File: src/rtl/sum_serie_nibble_pkg.sv
// rtl/sum_serie_nibble_pkg.sv - shared encodings for the nibble-serial adder
package sum_serie_nibble_pkg;

  localparam int NIBBLE_W = 4;

  typedef enum logic [1:0] {
    IDLE = 2'd0,
    RUN  = 2'd1,
    DONE = 2'd2
  } state_t;

  // Index counter width: clog2(n), never narrower than one bit.
  function automatic int idx_width(input int n);
    return (n > 1) ? $clog2(n) : 1;
  endfunction

endpackage

File: src/rtl/sum_serie_nibble_sum4.sv
// rtl/sum_serie_nibble_sum4.sv - 4-bit carry-lookahead adder slice
module sum4 (
  output logic [3:0] S,
  output logic       C_out,
  input  logic [3:0] A,
  input  logic [3:0] B,
  input  logic       c_in
);

  logic [3:0] p;
  logic [3:0] g;
  logic [4:0] c;

  assign p = A ^ B;
  assign g = A & B;

  // Every carry is a flat sum of products of generate/propagate terms.
  assign c[0] = c_in;
  assign c[1] = g[0] | (p[0] & c_in);
  assign c[2] = g[1] | (p[1] & g[0]) | (p[1] & p[0] & c_in);
  assign c[3] = g[2] | (p[2] & g[1]) | (p[2] & p[1] & g[0])
              | (p[2] & p[1] & p[0] & c_in);
  assign c[4] = g[3] | (p[3] & g[2]) | (p[3] & p[2] & g[1])
              | (p[3] & p[2] & p[1] & g[0])
              | (p[3] & p[2] & p[1] & p[0] & c_in);

  assign S     = p ^ c[3:0];
  assign C_out = c[4];

endmodule

File: src/rtl/sum_serie_nibble.sv
// rtl/sum_serie_nibble.sv - wide adder that walks one nibble per cycle through sum4
module sum_serie_nibble
  import sum_serie_nibble_pkg::*;
#(
  parameter int NIBBLES = 4,
  localparam int W = NIBBLE_W * NIBBLES
) (
  input  logic         clk,
  input  logic         reset,
  input  logic         start,
  input  logic [W-1:0] a,
  input  logic [W-1:0] b,
  input  logic         c_in,
  output logic [W-1:0] s,
  output logic         c_out,
  output logic         busy,
  output logic         done
);

  localparam int IDX_W = idx_width(NIBBLES);

  state_t             state;
  state_t             state_nxt;
  logic [W-1:0]       ra;
  logic [W-1:0]       rb;
  logic               cy;
  logic [IDX_W-1:0]   idx;
  logic               last;
  logic [NIBBLE_W-1:0] nib_a;
  logic [NIBBLE_W-1:0] nib_b;
  logic [NIBBLE_W-1:0] nib_s;
  logic               nib_c;

  assign last  = (idx == IDX_W'(NIBBLES - 1));
  assign nib_a = ra[idx*NIBBLE_W +: NIBBLE_W];
  assign nib_b = rb[idx*NIBBLE_W +: NIBBLE_W];

  sum4 u_sum4 (
    .S     (nib_s),
    .C_out (nib_c),
    .A     (nib_a),
    .B     (nib_b),
    .c_in  (cy)
  );

  always_ff @(posedge clk) begin
    if (reset) state <= IDLE;
    else       state <= state_nxt;
  end

  always_comb begin
    state_nxt = state;
    case (state)
      IDLE:    if (start) state_nxt = RUN;
      RUN:     if (last)  state_nxt = DONE;
      DONE:    state_nxt = IDLE;
      default: state_nxt = IDLE;
    endcase
  end

  // Result is cleared on acceptance so stale upper nibbles never mix with a new sum.
  always_ff @(posedge clk) begin
    if (reset) begin
      ra    <= '0;
      rb    <= '0;
      cy    <= 1'b0;
      idx   <= '0;
      s     <= '0;
      c_out <= 1'b0;
    end else begin
      case (state)
        IDLE: begin
          if (start) begin
            ra    <= a;
            rb    <= b;
            cy    <= c_in;
            idx   <= '0;
            s     <= '0;
            c_out <= 1'b0;
          end
        end
        RUN: begin
          s[idx*NIBBLE_W +: NIBBLE_W] <= nib_s;
          cy <= nib_c;
          if (last) begin
            c_out <= nib_c;
            idx   <= '0;
          end else begin
            idx <= idx + 1'b1;
          end
        end
        default: ;
      endcase
    end
  end

  assign busy = (state != IDLE);
  assign done = (state == DONE);

endmodule

File: config.mk
export PLATFORM = sky130hd
export DESIGN_NAME = sum_serie_nibble
export DESIGN_NICKNAME = d
export VERILOG_FILES = /design/src/rtl/sum_serie_nibble_pkg.sv /design/src/rtl/sum_serie_nibble_sum4.sv /design/src/rtl/sum_serie_nibble.sv
export SDC_FILE = /design/constraint.sdc
export NUM_CORES = 1
export LEC_CHECK = 0
export BUFFER_PORTS_ARGS = -buffer_cell sky130_fd_sc_hd__buf_2
export CAP_MARGIN = 40
export CORE_ASPECT_RATIO = 1.5
export CORE_MARGIN = 2
export CORE_UTILIZATION = 47
export DETAILED_ROUTE_END_ITERATION = 16
export PLACE_DENSITY_LB_ADDON = 0.15
export SLEW_MARGIN = 5
export SYNTH_ARGS = -nofsm -noshare
export SYNTH_HDL_FRONTEND = slang
export SYNTH_SLANG_ARGS = --single-unit
File: constraint.sdc
create_clock -name clk -period 3.64 [get_ports clk]
set_clock_uncertainty 0.2 [all_clocks]
set_input_delay 0.364 -clock clk [delete_from_list [all_inputs] [get_ports clk]]
set_output_delay 0.364 -clock clk [all_outputs]
set_load 0.03 [all_outputs]
==> impl_metrics.toml, run 1 <==
[outcome]
status = "finished clean"

[clocking]
cts-hold-fix-buffers = 0
cts_inserted_buffers = 5
htreeDepth = 2
clockBufferDepth = 2
clk_pin_slew_ns = 0.10
post-cts-setup-buffer-count = 0
cts_tree = "yes"
cts-root-buf = "clkbuf_8"
cts.repair.resized = 0
insertion_delay_ns = 0.31
cts.sinks = 54

[critical_path]
crit_required_ns = 3.63
slowest_stage = "dfxtp_1"
crit_type = "register to register"
start_kind = "register"
arrival_ns = 2.97
worstPathMaxFanout = 14
cpPeakStageDelay_ns = 0.80
worstPathCellList = "mux4_2, ha_1, a211o_1, a21o_1, xnor2_1, o21ai_0"
end_kind = "register"

[synthesis]
ys_seq_area_frac = 0.4440
ys_top_cells_by_area = "dfxtp_1 (44%), nand2_1 (11%), a21oi_1 (7.6%)"
synthArstFlopShare = 0
yosys.area.top_type = "dfxtp_1"
yosysWarningCount = 0
synth-edff-count = 0
synthTopCellsByCount = "nand2_1 (69), dfxtp_1 (54), a21oi_1 (37)"
synth_area_mm2 = 0.002435
synth_cells = 276
yosysMostFrequentCell = "nand2_1"
synth_fp_nets = 322
synthDistinctLibCells = 33
synth_top_area_frac = 0.4440
synth.avg_cell_area_um2 = 8.822
ys.flop_type = "dfxtp_1"
synth_seq_cells = 54

[route]
wirelength_mm = 5.289
drc = 0
route.antenna.remaining_nets = 0
num_vias = 2049
drt_iter0_markers = 119
drt-pass1-iter-count = 4
via_per_inst = 5.214
routedWlPerCell_um = 13.46

[pwr]
power_mw = 1.161
p_leak_nw = 1.235
powerDensity_mw_per_mm2 = 405.8
peakVddDrop_mv = 0.2712

[finish]
antenna_cells = 0
area_growth_pct = 17.52
fillers = 511
seq_area_mm2 = 0.001081
multi_input_area_mm2 = 0.001261
finalNetCount = 370
layout-drive-gt1-share = 0.2369
fin_area_mm2 = 0.002861
layout.cells.non_filler = 393

[placement]
numPortBuffers = 54
place_area_mm2 = 0.002766
dp.cells = 385
dp_hpwl_mm = 3.884
gp_congestion = 0.7943

[timing]
hold_viol_final = 0
rsz0062_at_grt = "no"
setup_viol = 0
min_period_over_period = 0.8192
hold_slack_ns = 0.08203
slew_violations = 0
min_period_ns = 2.982
slew_headroom = 0.5187
fmax_mhz = 335.3
tns_ns = 0
worst_slew_pin_slew_ns = 0.7210

[hold_path]
worstHoldPathType = "input pin to register"

[global_routing]
met1_usage = 0.2306
grt_pass1_wl_mm = 8.873
gr-usage-met3 = 0.02699
met2_usage = 0.3477
grt_max_degree = 33
grt_pass1_vias = 1899
busiest_layer = "met2"
antenna_found_initial = 0
grt_usage = 0.1938
grt_remaining_overflow = 0

[floorplanning]
start_util = 0.4788
die_w_um = 62.77
ios = 55
die_h_um = 92.15
die_area_mm2 = 0.005784
num_rows = 32
core_area_mm2 = 0.005085

[run]
maxCapViolCount = 0
## layout by cell type (no fill, tap or decap), types with 2 or more instances in the layout
| cell | count |
|---|---|
| a211o_1 | 2 |
| nor2b_1 | 4 |
| nor2_1 | 16 |
| o21a_1 | 2 |
| mux4_2 | 8 |
| dfxtp_1 | 54 |
| buf_2 | 54 |
| a21o_1 | 6 |
| o31ai_1 | 2 |
| a22oi_1 | 10 |
| o21ai_0 | 2 |
| nand2b_1 | 6 |
| nand3b_1 | 5 |
| a21oi_1 | 37 |
| and4_1 | 2 |
| a32oi_1 | 4 |
| ha_1 | 9 |
| or2_2 | 2 |
| buf_4 | 2 |
| inv_1 | 7 |
| clkbuf_8 | 6 |
| nand2_1 | 69 |
## logic make-up (layout without fill, tap and decap cells)
group           Yosys count  after routing  share of synthesized area
mux                       8              8                    0.07400
compound gates           71             71                     0.1814
xor+xnor                  2              2                   0.007196
flops                    54             54                     0.4440
simple gates            108            108                     0.1999
fa+ha+maj                10             10                    0.05447
buf+inv                  23             72                    0.03905
## metal layers
metal / wire [um] / share of wire / up-vias
met5: 0 / 0 / -
li1: - / - / 1047
met1: 2202 / 0.42 / 948
met4: 79 / 0.015 / 0
met2: 2821 / 0.53 / 49
met3: 185 / 0.035 / 5
## final timing paths
check / start / cells past startpoint / to / slack, ns
worst max-delay path: idx[0] / 6 / s[7] / 0.66
worst min-delay path: b[1] / 3 / rb[1] / 0.08
worst max register to register: idx[0] / 6 / s[7] / 0.66
worst min register to register: rb[9] / 2 / rb[9] / 0.26
## flip-flops by register name (all words and copies together), names as in the netlist
name and cells:
rb 16, c_out 1, cy 1, state 2, ra 16, s 16
idx 2
## area by class of cell
type                            instances  area share
Timing Repair Buffer                   57      0.1093
Sequential cell                        54      0.3778
Clock inverter                          1    0.003061
Clock buffer                            7     0.03017
Tap cell                               68     0.02973
Multi-Input combinational cell        199      0.4408
Inverter                                7    0.009182
## critical path: cells and delay by family, from the launching register on
family                   cells  cell delay (ns)
AO/OA/AOI/OAI                3             0.59
XOR/XNOR                     1             0.28
adder cells (fa/ha/maj)      1             0.34
flip-flops                   1             0.80
multiplexers                 1             0.66
## per-stage QoR
step	worst slack (ns)	utilization
6_report	0.6580	0.5627
5_1_grt	0.4447	0.5627
4_1_cts	0.6271	0.5627
3_5_place_dp	0.6440	0.5440
3_3_place_gp	0.6859	0.5386
2_1_floorplan	0.9762	-
## power by group
part | switching (mW) | total, mW | internal, mW
logic | 0.0940 | 0.168 | 0.0743
registers | 0.0235 | 0.640 | 0.616
clock network | 0.195 | 0.353 | 0.158
Note: power is estimated with default switching activity, not from simulation.
==> run 2, diff against run 1 <==
- ABC_AREA: unset -> 1
- clock period: 3.64 -> 2.6 ns (I/O delays scaled with it)
==> impl_metrics.toml, run 2 <==
[outcome]
status = "finished clean"

[critical_path]
reg2reg_slack_ns = 0.21
start_kind = "register"
crit_required_ns = 2.63
worstPathCellList = "clkinvlp_4, buf_4, o21ai_0, o22ai_1, ha_1, buf_4, xor2_1, buf_4, nand3_1, a21oi_1"
crit_type = "register to register"
cp_common_cell = "buf_4"
slowest_stage = "dfxtp_2"
end_kind = "register"
worstPathMaxFanout = 8
cpPeakStageDelay_ns = 0.38
arrival_ns = 2.42

[floorplanning]
die_w_um = 62.92
ios = 55
start_util = 0.4813
die_h_um = 92.38
die_area_mm2 = 0.005812
num_rows = 32
core_area_mm2 = 0.005085

[synthesis]
synthTopCellsByCount = "nor2_1 (93), dfxtp_1 (54), o21ai_0 (49)"
yosys.area_share.xor_xnor = 0.007157
synth-edff-count = 0
yosys.area_share.simple = 0.2566
yosysMostFrequentCell = "nor2_1"
synth_top_area_frac = 0.4417
synth.area.mux_share = 0
ys_top_cells_by_area = "dfxtp_1 (44%), nor2_1 (14%), o21ai_0 (10%)"
synth_cells = 332
synthArstFlopShare = 0
synth_compound_area_frac = 0.1754
synth.avg_cell_area_um2 = 7.372
synthAdderAreaFrac = 0.05419
synth_seq_cells = 54
ys.flop_type = "dfxtp_1"
synth_area_mm2 = 0.002447
ys_seq_area_frac = 0.4417
synth_top_family_by_area = "simple AND/OR/NAND/NOR gates"
yosys.area.top_type = "dfxtp_1"
synth_fp_nets = 378
yosysWarningCount = 0
synthDistinctLibCells = 28

[finish]
layout-drive-gt1-share = 0.2379
finalNetCount = 438
fin_area_mm2 = 0.002945
layout_common_cells = "nor2_1 (92), buf_2 (55), dfxtp_1 (52)"
antenna_cells = 0
final_common_cell = "nor2_1"
area_growth_pct = 20.35
reg.largest.list = "ra (16), rb (16), s (16)"

[clocking]
cts.sinks = 54
clockBufferDepth = 2
clk_pin_slew_ns = 0.10
insertion_delay_ns = 0.30
cts_inserted_buffers = 5
cts-root-buf = "clkbuf_8"
htreeDepth = 2
cts_tree = "yes"

[route]
wirelength_mm = 5.534
routedWlPerCell_um = 12.06
num_vias = 2293
drt_iter0_markers = 60
route.antenna.remaining_nets = 0
drt-pass1-iter-count = 4
drc = 0
via_per_inst = 4.996

[timing]
setup_viol = 0
slew_violations = 0
tns_ns = 0
hold_slack_ns = 0.005975
min_period_ns = 2.390
fmax_mhz = 418.3
worst_slew_pin_slew_ns = 0.7118
rsz0062_at_grt = "no"
min_period_over_period = 0.9194
hold_viol_final = 0
slew_headroom = 0.5249

[pwr]
powerDensity_mw_per_mm2 = 611.6
peakVddDrop_mv = 0.3956
p_leak_nw = 1.322

[global_routing]
grt_remaining_overflow = 0
grt_usage = 0.1946
antenna_found_initial = 0
grt_pass1_vias = 2102
grt_pass1_wl_mm = 9.018
grt_max_degree = 35

[placement]
dp_hpwl_mm = 4.015
place_area_mm2 = 0.002763
gp_congestion = 0.9143
numPortBuffers = 54

[hold_path]
worstHoldPathType = "input pin to register"

[run]
maxCapViolCount = 0
-- run 2: cell types whose count changed in the layout (fill, tap and decap cells not counted), moves of 7 or more --
| cell | change |
|---|---|
| mux4_2 | -8 |
| a21oi_1 | -19 |
| nor2_1 | +76 |
| a22oi_1 | -8 |
| o21ai_0 | +45 |
| nand3_1 | +7 |
| buf_4 | +10 |
| nand2_1 | -32 |
| o22ai_1 | +7 |
-- run 2: cell families after synthesis --
family | after synthesis
buf+inv | 36
compound gates | 81
xor+xnor | 2
flops | 54
fa+ha+maj | 10
simple gates | 149
-- run 2: power by group --
group	switching (mW)	internal, mW
clock	0.252	0.206
combinational	0.261	0.168
sequential	0.0329	0.881
total	0.546	1.26
-- run 2: metal layers --
layer,track usage,vias up,part of all wire
met2,0.3706,45,0.54
li1,-,1201,-
met1,0.2016,1037,0.40
met4,0.08889,0,0.027
met3,0.03645,10,0.028
met5,0,-,0
-- run 2: cell type report --
class | instances | area (um2)
Sequential cell | 54 | 1084
Multi-Input combinational cell | 242 | 1217
Inverter | 19 | 81.33
Fill cell | 510 | 2140
Timing Repair Buffer | 70 | 395.4
Tap cell | 68 | 85.08
Clock buffer | 6 | 82.58
-- run 2: repair_timing --
item | 4_1_cts | 5_1_grt
buffers inserted | 0 | 9
gates resized for setup | 0 | 10
hold buffers | 1 | 0
endpoints found under the hold margin | 1 | 0
setup endpoints to repair | 0 | 9
-- run 2: through the flow --
stage / total power, mW / std cells / util / worst slack (ns)
3_3_place_gp: 1.318 / 443 / 0.5433 / 0.2289
4_1_cts: 1.777 / 450 / 0.5615 / 0.1631
3_5_place_dp: 1.324 / 443 / 0.5433 / 0.1955
6_report: 1.801 / 459 / 0.5792 / 0.2095
5_1_grt: 1.902 / 459 / 0.5792 / 0.004823
2_1_floorplan: 1.208 / 332 / - / 0.3496
-- run 2: final timing paths --
kind	end	depth (start not counted)	from
min reg2reg	s[12]	2	s[12]
max	s[9]	10	idx[0]
min	ra[15]	3	a[15]
max reg2reg	s[9]	10	idx[0]
-- run 2: critical path, delay by kind of cell (launching register included) --
family	cells	cell delay, ns
buf+inv	4	0.66
compound gates	3	0.40
flops	1	0.38
fa+ha+maj	1	0.37
xor+xnor	1	0.23
simple gates	1	0.09
==> run 3, diff against run 2 <==
- CORE_UTILIZATION: 47 -> 48
==> impl_metrics.toml, run 3 (same netlist as run 2, synthesis figures left out) <==
[outcome]
status = "finished clean"

[floorplanning]
die_w_um = 62.30
die_h_um = 91.45
start_util = 0.5008
core_area_mm2 = 0.004887
ios = 55
num_rows = 31
die_area_mm2 = 0.005697

[route]
drt-pass1-iter-count = 4
route.antenna.remaining_nets = 0
met1Wirelength_mm = 2.309
routedWlPerCell_um = 12.26
met3_length_um = 137
drc = 0
highest_layer = "met4"
wirelength_mm = 5.687
via_per_inst = 4.959
num_vias = 2301
drt_iter0_markers = 95
route.met2.wl_mm = 3.128

[clocking]
htreeDepth = 2
cts.sinks = 54
clockBufferDepth = 2
cts_tree = "yes"
cts_inserted_buffers = 5
insertion_delay_ns = 0.30
clk_pin_slew_ns = 0.09
cts-root-buf = "clkbuf_8"

[critical_path]
crit_required_ns = 2.64
worstPathMaxFanout = 22
end_kind = "register"
start_kind = "register"
arrival_ns = 2.51
crit_type = "register to register"
worstRegToRegCells = 9

[finish]
finalNetCount = 443
area_growth_pct = 23.21
layout-drive-gt1-share = 0.2337
antenna_cells = 0
layout.cells.non_filler = 464
layout_common_cells = "nor2_1 (92), buf_2 (54), dfxtp_1 (52)"
final_common_cell = "nor2_1"
fin_area_mm2 = 0.003015
fillers = 491
reg.largest.list = "ra (16), rb (16), s (16)"

[placement]
dp_hpwl_mm = 4.093
gp_congestion = 0.8894
numPortBuffers = 54
dp.cells = 441
place_area_mm2 = 0.002760

[hold_path]
min_path_cells = 3
worstHoldPathType = "input pin to register"

[global_routing]
grt_pass1_vias = 2124
grt_pass1_wl_mm = 9.204
grt_max_degree = 35
grt_remaining_overflow = 0
grt_usage = 0.2027
antenna_found_initial = 0

[run]
maxCapViolCount = 0

[timing]
fmax_mhz = 403.9
hold_viol_final = 0
slew_headroom = 0.5288
worst_slew_pin_slew_ns = 0.7060
tns_ns = 0
rsz0062_at_grt = "no"
min_period_ns = 2.476
min_period_over_period = 0.9521
slew_violations = 0
setup_viol = 0

[pwr]
power_mw = 1.813
p_leak_nw = 1.340
peakVddDrop_mv = 0.3410
powerDensity_mw_per_mm2 = 601.3
==> run 3: report_power, final <==
part	switching, mW	internal (mW)	total, mW
sequential	0.0346	0.880	0.915
combinational	0.259	0.166	0.425
clock	0.258	0.215	0.474
==> run 3: per-layer routing <==
| metal | track usage | up-vias |
|---|---|---|
| met2 | 0.3850 | 40 |
| li1 | - | 1215 |
| met5 | 0 | - |
| met1 | 0.2157 | 1038 |
| met4 | 0.08704 | 0 |
| met3 | 0.03594 | 8 |
==> run 3: final cells by class <==
class,instances,area (um2),area share
timing repair buffer,73,440.4,0.1461
inverter,19,81.33,0.02697
clock inverter,1,5.005,0.001660
timing repair inverter,2,12.51,0.004149
multi-input combinational,242,1219,0.4042
clock buffer,7,86.33,0.02863
sequential,54,1089,0.3610
tap,66,82.58,0.02739
==> run 3: final timing paths <==
kind / endpoint / slack (ns) / startpoint
setup / recovery: s[14] / 0.12 / idx[0]
hold / removal: ra[15] / 0.006 / a[15]
setup reg to reg: s[14] / 0.12 / idx[0]
hold reg to reg: s[4] / 0.26 / s[4]
==> run 3: critical path: stages, from the launching register on <==
cell,delay (ns)
dfxtp_4,0.41
buf_8,0.18
o21ai_0,0.13
o22ai_1,0.22
ha_2,0.35
a21oi_1,0.19
nand2_1,0.09
xor2_1,0.33
nand4_1,0.14
a21oi_1,0.15
==> run 3: repair_timing <==
item                                   4_1_cts  5_1_grt
hold buffers                                 8        0
gates resized for setup                      0       12
endpoints found under the hold margin        8        0
setup endpoints to repair                    0        6
setup buffers                                0        5
==> run 3: stage by stage <==
step	setup slack, ns	hold slack [ns]	util
2_1_floorplan	0.3496	0.1330	-
3_3_place_gp	0.2466	0.2442	0.5648
3_5_place_dp	0.1244	0.2523	0.5648
4_1_cts	0.1024	0.0006402	0.5998
5_1_grt	0.01565	0.01117	0.6170
6_report	0.1244	0.006060	0.6170
